**src/rtl/mac_pkg.sv**
```systemverilog
// Shared types, default widths and the round/saturate helper for the MAC processing element.
// sat_round works on a widened accumulator so one function serves every ACC_W/DATA_W (<=127/<=64).
package mac_pkg;

    localparam int unsigned DEF_DATA_W    = 16;
    localparam int unsigned DEF_FRAC_BITS = 8;
    localparam int unsigned DEF_ACC_W     = 40;
    localparam int unsigned MAX_ACC_W     = 127;
    localparam int unsigned MAX_DATA_W    = 64;

    typedef logic signed [DEF_DATA_W-1:0]   lane_t;
    typedef logic signed [2*DEF_DATA_W-1:0] prod_t;

    typedef struct packed {
        logic                  sat;
        logic [MAX_DATA_W-1:0] data;
    } sat_res_t;

    function automatic int unsigned clog2(input int unsigned v);
        int unsigned r;
        r = 0;
        while ((32'd1 << r) < v) begin
            r = r + 1;
        end
        return r;
    endfunction

    // Round half-up at frac_bits, then clip to a signed data_w range.
    function automatic sat_res_t sat_round(input logic signed [MAX_ACC_W:0] acc,
                                           input int unsigned data_w,
                                           input int unsigned frac_bits);
        logic signed [MAX_ACC_W:0] one;
        logic signed [MAX_ACC_W:0] r;
        logic signed [MAX_ACC_W:0] hi;
        logic signed [MAX_ACC_W:0] lo;
        sat_res_t                  res;
        one = {{MAX_ACC_W{1'b0}}, 1'b1};
        if (frac_bits == 0) begin
            r = acc;
        end else begin
            r = (acc + (one <<< (frac_bits - 1))) >>> frac_bits;
        end
        hi = (one <<< (data_w - 1)) - one;
        lo = -(one <<< (data_w - 1));
        res.sat  = 1'b0;
        res.data = r[MAX_DATA_W-1:0];
        if (r > hi) begin
            res.sat  = 1'b1;
            res.data = hi[MAX_DATA_W-1:0];
        end else if (r < lo) begin
            res.sat  = 1'b1;
            res.data = lo[MAX_DATA_W-1:0];
        end
        return res;
    endfunction

endpackage

```
**src/rtl/mac_lane_tree.sv**
```systemverilog
// LANES registered signed multipliers (S1) feeding a registered adder tree (S2).
// Both stages freeze when i_hold is high; first/last tags travel alongside the data.
module mac_lane_tree
    import mac_pkg::*;
#(
    parameter int unsigned DATA_W = DEF_DATA_W,
    parameter int unsigned LANES  = 4,
    localparam int unsigned PROD_W = 2 * DATA_W,
    localparam int unsigned SUM_W  = 2 * DATA_W + clog2(LANES)
) (
    input  logic                           clk,
    input  logic                           rst,
    input  logic                           i_hold,
    input  logic                           i_valid,
    input  logic                           i_first,
    input  logic                           i_last,
    input  logic [LANES*DATA_W-1:0]        i_a,
    input  logic [LANES*DATA_W-1:0]        i_b,
    output logic                           o_valid,
    output logic                           o_first,
    output logic                           o_last,
    output logic signed [SUM_W-1:0]        o_sum,
    output logic                           o_busy
);

    logic signed [PROD_W-1:0] w_prod [LANES];
    logic signed [PROD_W-1:0] r_prod [LANES];
    logic                     r_s1_valid;
    logic                     r_s1_first;
    logic                     r_s1_last;
    logic signed [SUM_W-1:0]  w_sum;
    logic signed [SUM_W-1:0]  r_sum;
    logic                     r_s2_valid;
    logic                     r_s2_first;
    logic                     r_s2_last;

    for (genvar g = 0; g < LANES; g++) begin : g_lane
        logic signed [DATA_W-1:0] w_a;
        logic signed [DATA_W-1:0] w_b;
        assign w_a       = i_a[g*DATA_W +: DATA_W];
        assign w_b       = i_b[g*DATA_W +: DATA_W];
        assign w_prod[g] = PROD_W'(w_a) * PROD_W'(w_b);
    end

    always_comb begin
        w_sum = '0;
        for (int unsigned i = 0; i < LANES; i++) begin
            w_sum = w_sum + SUM_W'(r_prod[i]);
        end
    end

    always_ff @(posedge clk) begin
        if (rst) begin
            for (int unsigned i = 0; i < LANES; i++) begin
                r_prod[i] <= '0;
            end
            r_s1_valid <= 1'b0;
            r_s1_first <= 1'b0;
            r_s1_last  <= 1'b0;
            r_sum      <= '0;
            r_s2_valid <= 1'b0;
            r_s2_first <= 1'b0;
            r_s2_last  <= 1'b0;
        end else if (!i_hold) begin
            for (int unsigned i = 0; i < LANES; i++) begin
                r_prod[i] <= w_prod[i];
            end
            r_s1_valid <= i_valid;
            r_s1_first <= i_first;
            r_s1_last  <= i_last;
            r_sum      <= w_sum;
            r_s2_valid <= r_s1_valid;
            r_s2_first <= r_s1_first;
            r_s2_last  <= r_s1_last;
        end
    end

    assign o_valid = r_s2_valid;
    assign o_first = r_s2_first;
    assign o_last  = r_s2_last;
    assign o_sum   = r_sum;
    assign o_busy  = r_s1_valid || r_s2_valid;

endmodule

```
**src/rtl/mac_array_pe.sv**
```systemverilog
// Multi-lane MAC processing element: input register, lane tree, accumulator, round/saturate.
// Define MAC_PE_RELU_EN to clamp negative results to zero after saturation.
module mac_array_pe
    import mac_pkg::*;
#(
    parameter int unsigned DATA_W    = DEF_DATA_W,
    parameter int unsigned LANES     = 4,
    parameter int unsigned FRAC_BITS = DEF_FRAC_BITS,
    parameter int unsigned ACC_W     = DEF_ACC_W,
    parameter int unsigned LEN_W     = 16
) (
    input  logic                    clk,
    input  logic                    rst,
    input  logic [LEN_W-1:0]        cfg_len,
    input  logic                    in_valid,
    output logic                    in_ready,
    input  logic [LANES*DATA_W-1:0] in_a,
    input  logic [LANES*DATA_W-1:0] in_b,
    output logic                    out_valid,
    input  logic                    out_ready,
    output logic [DATA_W-1:0]       out_data,
    output logic                    out_sat,
    output logic                    busy
);

    localparam int unsigned SUM_W = 2 * DATA_W + clog2(LANES);

    logic                    w_stall;
    logic                    w_accept;
    logic [LEN_W-1:0]        r_cnt;
    logic [LEN_W-1:0]        r_len;
    logic [LEN_W-1:0]        w_cur_len;
    logic                    w_first;
    logic                    w_last;

    logic                    r_in_valid;
    logic                    r_in_first;
    logic                    r_in_last;
    logic [LANES*DATA_W-1:0] r_in_a;
    logic [LANES*DATA_W-1:0] r_in_b;

    logic                    w_tree_valid;
    logic                    w_tree_first;
    logic                    w_tree_last;
    logic signed [SUM_W-1:0] w_tree_sum;
    logic                    w_tree_busy;

    logic signed [ACC_W-1:0] r_acc;
    logic                    r_acc_open;
    logic signed [ACC_W-1:0] w_sum_ext;
    logic signed [ACC_W-1:0] w_acc_next;
    logic signed [MAX_ACC_W:0] w_acc_wide;
    sat_res_t                w_res;
    logic [DATA_W-1:0]       w_out_data;
    logic                    w_out_sat;
    logic                    w_unused_hi;

    logic                    r_out_valid;
    logic [DATA_W-1:0]       r_out_data;
    logic                    r_out_sat;

    assign w_stall  = r_out_valid && !out_ready;
    assign in_ready = !rst && !w_stall;
    assign w_accept = in_valid && in_ready;

    // A zero length is treated as a single-beat group.
    assign w_first   = (r_cnt == '0);
    assign w_cur_len = w_first ? ((cfg_len == '0) ? LEN_W'(1) : cfg_len) : r_len;
    assign w_last    = (r_cnt == (w_cur_len - LEN_W'(1)));

    always_ff @(posedge clk) begin
        if (rst) begin
            r_cnt      <= '0;
            r_len      <= '0;
            r_in_valid <= 1'b0;
            r_in_first <= 1'b0;
            r_in_last  <= 1'b0;
            r_in_a     <= '0;
            r_in_b     <= '0;
        end else if (!w_stall) begin
            r_in_valid <= w_accept;
            if (w_accept) begin
                if (w_first) begin
                    r_len <= w_cur_len;
                end
                r_cnt      <= w_last ? '0 : r_cnt + LEN_W'(1);
                r_in_first <= w_first;
                r_in_last  <= w_last;
                r_in_a     <= in_a;
                r_in_b     <= in_b;
            end
        end
    end

    mac_lane_tree #(
        .DATA_W (DATA_W),
        .LANES  (LANES)
    ) u_lane_tree (
        .clk     (clk),
        .rst     (rst),
        .i_hold  (w_stall),
        .i_valid (r_in_valid),
        .i_first (r_in_first),
        .i_last  (r_in_last),
        .i_a     (r_in_a),
        .i_b     (r_in_b),
        .o_valid (w_tree_valid),
        .o_first (w_tree_first),
        .o_last  (w_tree_last),
        .o_sum   (w_tree_sum),
        .o_busy  (w_tree_busy)
    );

    always_comb begin
        w_sum_ext  = ACC_W'(w_tree_sum);
        w_acc_next = w_tree_first ? w_sum_ext : r_acc + w_sum_ext;
        w_acc_wide = (MAX_ACC_W + 1)'(w_acc_next);
        w_res      = sat_round(w_acc_wide, DATA_W, FRAC_BITS);
        w_out_data = w_res.data[DATA_W-1:0];
        w_out_sat  = w_res.sat;
`ifdef MAC_PE_RELU_EN
        if (w_out_data[DATA_W-1]) begin
            w_out_data = '0;
            w_out_sat  = 1'b0;
        end
`else
`endif
    end

    assign w_unused_hi = ^w_res.data[MAX_DATA_W-1:DATA_W];

    // Without a stall the output register is either empty or being consumed this cycle.
    always_ff @(posedge clk) begin
        if (rst) begin
            r_acc       <= '0;
            r_acc_open  <= 1'b0;
            r_out_valid <= 1'b0;
            r_out_data  <= '0;
            r_out_sat   <= 1'b0;
        end else if (!w_stall) begin
            if (w_tree_valid) begin
                r_acc      <= w_acc_next;
                r_acc_open <= !w_tree_last;
            end
            if (w_tree_valid && w_tree_last) begin
                r_out_valid <= 1'b1;
                r_out_data  <= w_out_data;
                r_out_sat   <= w_out_sat;
            end else begin
                r_out_valid <= 1'b0;
            end
        end
    end

    assign out_valid = r_out_valid;
    assign out_data  = r_out_data;
    assign out_sat   = r_out_sat;
    assign busy      = (r_cnt != '0) || r_in_valid || w_tree_busy || r_acc_open;

endmodule

```
**config.mk**
```make
export PLATFORM = sky130hd
export DESIGN_NAME = mac_array_pe
export DESIGN_NICKNAME = d
export VERILOG_FILES = /design/src/rtl/mac_pkg.sv /design/src/rtl/mac_lane_tree.sv /design/src/rtl/mac_array_pe.sv
export SDC_FILE = /design/constraint.sdc
export NUM_CORES = 2
export LEC_CHECK = 0
export CAP_MARGIN = 30
export CORE_MARGIN = 2
export CORE_UTILIZATION = 40
export CTS_BUF_LIST = sky130_fd_sc_hd__clkbuf_2 sky130_fd_sc_hd__clkbuf_4 sky130_fd_sc_hd__clkbuf_8
export CTS_CLUSTER_SIZE = 25
export DETAILED_ROUTE_END_ITERATION = 8
export PLACE_DENSITY = 0.54
export SYNTH_ARGS = -nofsm -noshare
export SYNTH_HDL_FRONTEND = slang
export SYNTH_SLANG_ARGS = --single-unit
```
**constraint.sdc**
```tcl
create_clock -name clk -period 8.4 [get_ports clk]
set_input_delay 2.52 -clock clk [delete_from_list [all_inputs] [get_ports clk]]
set_output_delay 2.52 -clock clk [all_outputs]
set_load 0.05 [all_outputs]
```
After elaboration in Yosys (flattened, before gate mapping) --
Memories as Yosys holds them, arrays and structs flattened. Cells that the tools add are included.
Operators by class: magnitude comparators 2, $add $sub $neg 7, $mul 4, reduce and logical (&&, ||, !) cells 19, equality and inequality tests 1, mux-type cells 16, bitwise logic cells 5
Operator list (count):
- $mux W65 | 2
- $mul A16 B16 Y32 | 4
- $mux W32 | 4
- $mux W16 | 3
- $add A40 B9 Y41 const B | 1
- $add A40 B34 Y40 | 1
- $mux W40 | 1
- $add A33 B32 Y34 | 1
- $add A34 B32 Y34 | 1
- $add A32 B32 Y33 | 1
- $gt A33 B16 Y1 const B | 1
- $lt A33 B16 Y1 const B | 1
- $logic_not A16 Y1 | 2
- $add A16 B1 Y16 const B | 1
- $eq A16 B16 Y1 | 1
- $reduce_bool A16 Y1 | 1
- $sub A16 B1 Y16 const B | 1
- $mux W1 | 6
- $reduce_and A2 Y1 | 3
- $logic_and A1 B1 Y1 | 4
- $logic_not A1 Y1 | 4
- $logic_or A1 B1 Y1 | 4
- $or A1 B1 Y1 | 4
- $reduce_and A3 Y1 | 1
- $not A1 Y1 | 1
Word-level totals: word-level logic and storage cells 74, memories kept 1, output and inout port bits 20, register bits 262, RAM bits 128
Memories:
- u_lane_tree.r_prod | words 4, width 32, rd ports 4, clocked after Yosys merged registers in 0, wr ports 4, RTL line mac_lane_tree.sv:27 | logic signed [PROD_W-1:0] r_prod [LANES];

Logic depth before layout (Yosys ltp) --
word-level depth 6, gate-level depth with buffers 27

Modules after synthesis --
Synthesis repeated with hierarchy kept, for this count alone.
Unflattened totals: cell total of the unflattened synthesis 6696, area, all modules 61071.1 um^2
Modules (own cells, without submodules):
- mac_lane_tree | cells each 4967, instances 1, area each 47738.3 um^2
- mac_array_pe | cells each 1729, instances 1, area each 13332.8 um^2

Worst setup path after synthesis --
OpenSTA, ideal clock, no wires.
kind reg-to-reg, from register r_in_b[7], to memory u_lane_tree.r_prod[0][30] (netlist bit) (data pin), period minus slack after synthesis 6.786 ns, cell stages (with the launch flop) 28, required time 8.134 ns, path slack 1.614 ns, path buffers 2, arrival time 6.520 ns, path through dfxtp_1 > clkbuf_1 > clkbuf_1 > nand2_1 > fa_1 > inv_1 > fa_1 > inv_1 > fa_1 > inv_1 > fa_1 > inv_1 > fa_1 > inv_1 > fa_1 > ha_1 > o21a_1 > o21ai_0 > nand2b_1 > nand3_1 > o21ai_0 > a41oi_1 > a2111oi_0 > o31ai_1 > o21ai_0 > a31oi_1 > xor2_1 > nor2_1
RTL lines:
- start, declared | RTL line mac_array_pe.sv:40 | logic [LANES*DATA_W-1:0] r_in_b;
- start signal, assigned | RTL line mac_array_pe.sv:90 | r_in_b <= in_b;
- end, declared | RTL line mac_lane_tree.sv:27

==> flow_summary_export.csv <==
group,metric,value,unit
setup_path,end_kind,"register",
global_routing,antenna_found_initial,2,
logic_synthesis,synth_nets,8308,
logic_synthesis,synth-main-ff-cell,"dfxtp_1",
die,die_area,153000,µm²
die,pin_count,168,
cells_and_area,fillers,14800,
setup_path,worstPathRequired,8.83,ns
global_routing,grt_pass1_vias,47800,
pwr,leakage,31.4,nW
logic_synthesis,yosysTopAreaCellShare,37.2,%
setup_path,worstSetupPathType,"register to register",
logic_synthesis,synth.distinct_cells,87,
routing,via_count,44600,
die,initial_utilization,40.1,%
cells_and_area,nets,8349,
logic_synthesis,synthArstFlopShare,0,%
logic_synthesis,synth_area,60000,µm²
routing,routed_wl,161000,µm
pwr,powerDensity,181,nW/µm²
setup_path,arrival,8.13,ns
logic_synthesis,synth_edf_count,128,
routing,drc_errors,0,
logic_synthesis,ys.warnings.count,0,
timing,holdWs,0.456,ns
timing,max_freq,0.130,GHz
clock_tree,path_clk_slew,0.06,ns
logic_synthesis,ys_seq_area_share,15.2,%
setup_path,critPathBufInv,5,
clock_tree,cts_tree,"yes",
clock_tree,cts_hold_buf,0,
routing,met1Wirelength,71600,µm
timing,rsz0062_at_grt,"false",
global_routing,grt_util_all_layers,21.8,%
timing,finalMaxSlewViolations,0,
clock_tree,root_buffer,"clkbuf_8",
outcome,status,"complete, no violations",
logic_synthesis,synth_top_area_cell,"fa_1",
pwr,ir_drop,0.000250,V
logic_synthesis,synthTopCellsByCount,"inv_1, fa_1, nand2_1",
clock_tree,cts_buffers,80,
routing,antenna_left,0,
die,num_rows,142,
timing,setup_tns,0,ns
setup_path,max_stage_delay,0.79,ns
setup_path,critPathMaxFanout,17,
global_routing,grt_pass1_wl,264000,µm
clock_tree,cts_setup_buffers,0,
timing,finalSetupViolCount,0,
placement,hpwl,128000,µm
global_routing,grt.overflow.total,0,
setup_path,cpLargestDelayFamily,"adder cells",
logic_synthesis,synthCells,6642,
global_routing,grt_max_degree,82,
worst_hold_path,hold_class,"register to register",
routing,drtIter0Drc,2374,
timing,hold_viol,0,
cells_and_area,drive_gt1_share,3.85,%
routing,met3WireLength,5910,µm
routing,top_layer,"met4",
setup_path,slowest_stage,"a2111oi_0",
timing,fin_crit,7.70,ns
die,die_y,391,µm
timing,fin_worst_skew,0.0764,ns
timing,worstMarginPinSlew,1.02,ns
routing,wl_met2,79900,µm
routing,firstDrtPassIters,7,
routing,viasPerCell,5.08,
logic_synthesis,synth_area_leaders,"fa_1, dfxtp_1, ha_1, inv_1, nand2_1",
clock_tree,htreeDepth,3,
logic_synthesis,synth.most_common_cell,"inv_1",
timing,min_period_over_period,91.7,%
timing,slew_headroom,30.4,%
clock_tree,cts.path.max_buffers,3,
logic_synthesis,postSynthAreaPerCell,9.03,µm²
flow_run,drv_cap,0,
pwr,power,0.0119,W
routing,wl_per_cell,18.4,µm
setup_path,cp_common_cell,"fa_1",
die,fp.dieW,391,µm
placement,gp_congestion,0.862,
die,coreArea,149000,µm²
placement,io_buffers,167,
logic_synthesis,synth_seq_cells,390,
cells_and_area,area_delta_synth_final,9.38,%
setup_path,startpoint_type,"register",
clock_tree,ctsResizeCount,0,
clock_tree,clk_latency,0.79,ns
clock_tree,clock_sinks,390,
[worst paths after layout]
| path | start | to | slack [ns] | cells past startpoint |
|---|---|---|---|---|
| worst max-delay path | r_in_b[1]$_SDFFE_PP0P_ | u_lane_tree.r_prod[0][30]$_SDFFCE_PN0P_ | 0.70 | 25 |
| worst min-delay path | r_len[1]$_SDFFE_PP0P_ | r_len[1]$_SDFFE_PP0P_ | 0.46 | 2 |
| worst max register to register | r_in_b[1]$_SDFFE_PP0P_ | u_lane_tree.r_prod[0][30]$_SDFFCE_PN0P_ | 0.70 | 25 |
| worst min register to register | r_len[1]$_SDFFE_PP0P_ | r_len[1]$_SDFFE_PP0P_ | 0.46 | 2 |
[worst min-delay path, cell delays in order, from the launching register on]
cell and delay [ns]:
dfxtp_1 0.31, nand2_1 0.05, a21oi_1 0.05
[report_power, final]
part	switching (W)	leakage (nW)	total, W	internal, W
registers	0.000472	3.67	0.00279	0.00232
clock network	0.000995	0.960	0.00239	0.00139
logic	0.00400	26.8	0.00669	0.00270
total	0.00546	31.4	0.0119	0.00641
[logic make-up after synthesis]
group                    synth area share (%)
AO/OA/AOI/OAI                            7.53
XOR/XNOR                                 3.32
adder cells (fa/ha/maj)                  45.6
buffers and inverters                    9.64
flip-flops                               15.2
multiplexers                            0.436
AND/OR/NAND/NOR                          18.3
[metrics by stage]
| stage | area [µm²] | util (%) | std cells | worst slack, ns |
|---|---|---|---|---|
| after floorplan | 60000 | - | 6642 | 1.61 |
| after global placement | 63700 | 42.6 | 8614 | 0.908 |
| after detailed placement | 63700 | 42.6 | 8615 | 0.818 |
| after CTS | 65500 | 43.9 | 8760 | 0.728 |
| after global routing | 65600 | 43.9 | 8766 | 0.172 |
| final | 65600 | 43.9 | 8767 | 0.696 |
[per-layer routing]
layer | vias up | global-route usage (%)
met5 | - | 0
met3 | 201 | 2.33
li1 | 20700 | -
met1 | 22700 | 29.1
met4 | 0 | 5.49
met2 | 911 | 37.8
[registers in the layout, summed over array words and instances, names as in the netlist, 16 cells and up]
signal	count
r_len	16
u_lane_tree.o_sum	34
out_data	16
u_lane_tree.r_prod	128
r_cnt	16
r_in_b	64
r_acc	40
r_in_a	64
[layout by cell type (no fill, tap or decap), types with 131 or more instances in the layout]
cell,Yosys,final
a21oi_1,172,172
and2_1,399,397
clkdlybuf4s50_1,0,165
dfxtp_1,262,261
fa_1,1114,1114
ha_1,404,404
inv_1,1248,1247
nand2_1,1041,1040
nand3b_1,131,131
nor2_1,293,292
xnor2_1,142,142
[layout make-up]
class | count | area, µm² | share of cell area (%)
Clock buffer | 108 | 1390 | 2.12
Clock inverter | 37 | 463 | 0.706
Antenna cell | 5 | 12.5 | 0.0191
Timing Repair Buffer | 243 | 2290 | 3.49
Sequential cell | 390 | 9090 | 13.9
Tap cell | 2016 | 2520 | 3.85
Multi-Input combinational cell | 4719 | 45100 | 68.8
Inverter | 1249 | 4690 | 7.16
Power figures use the tool's default switching activity.
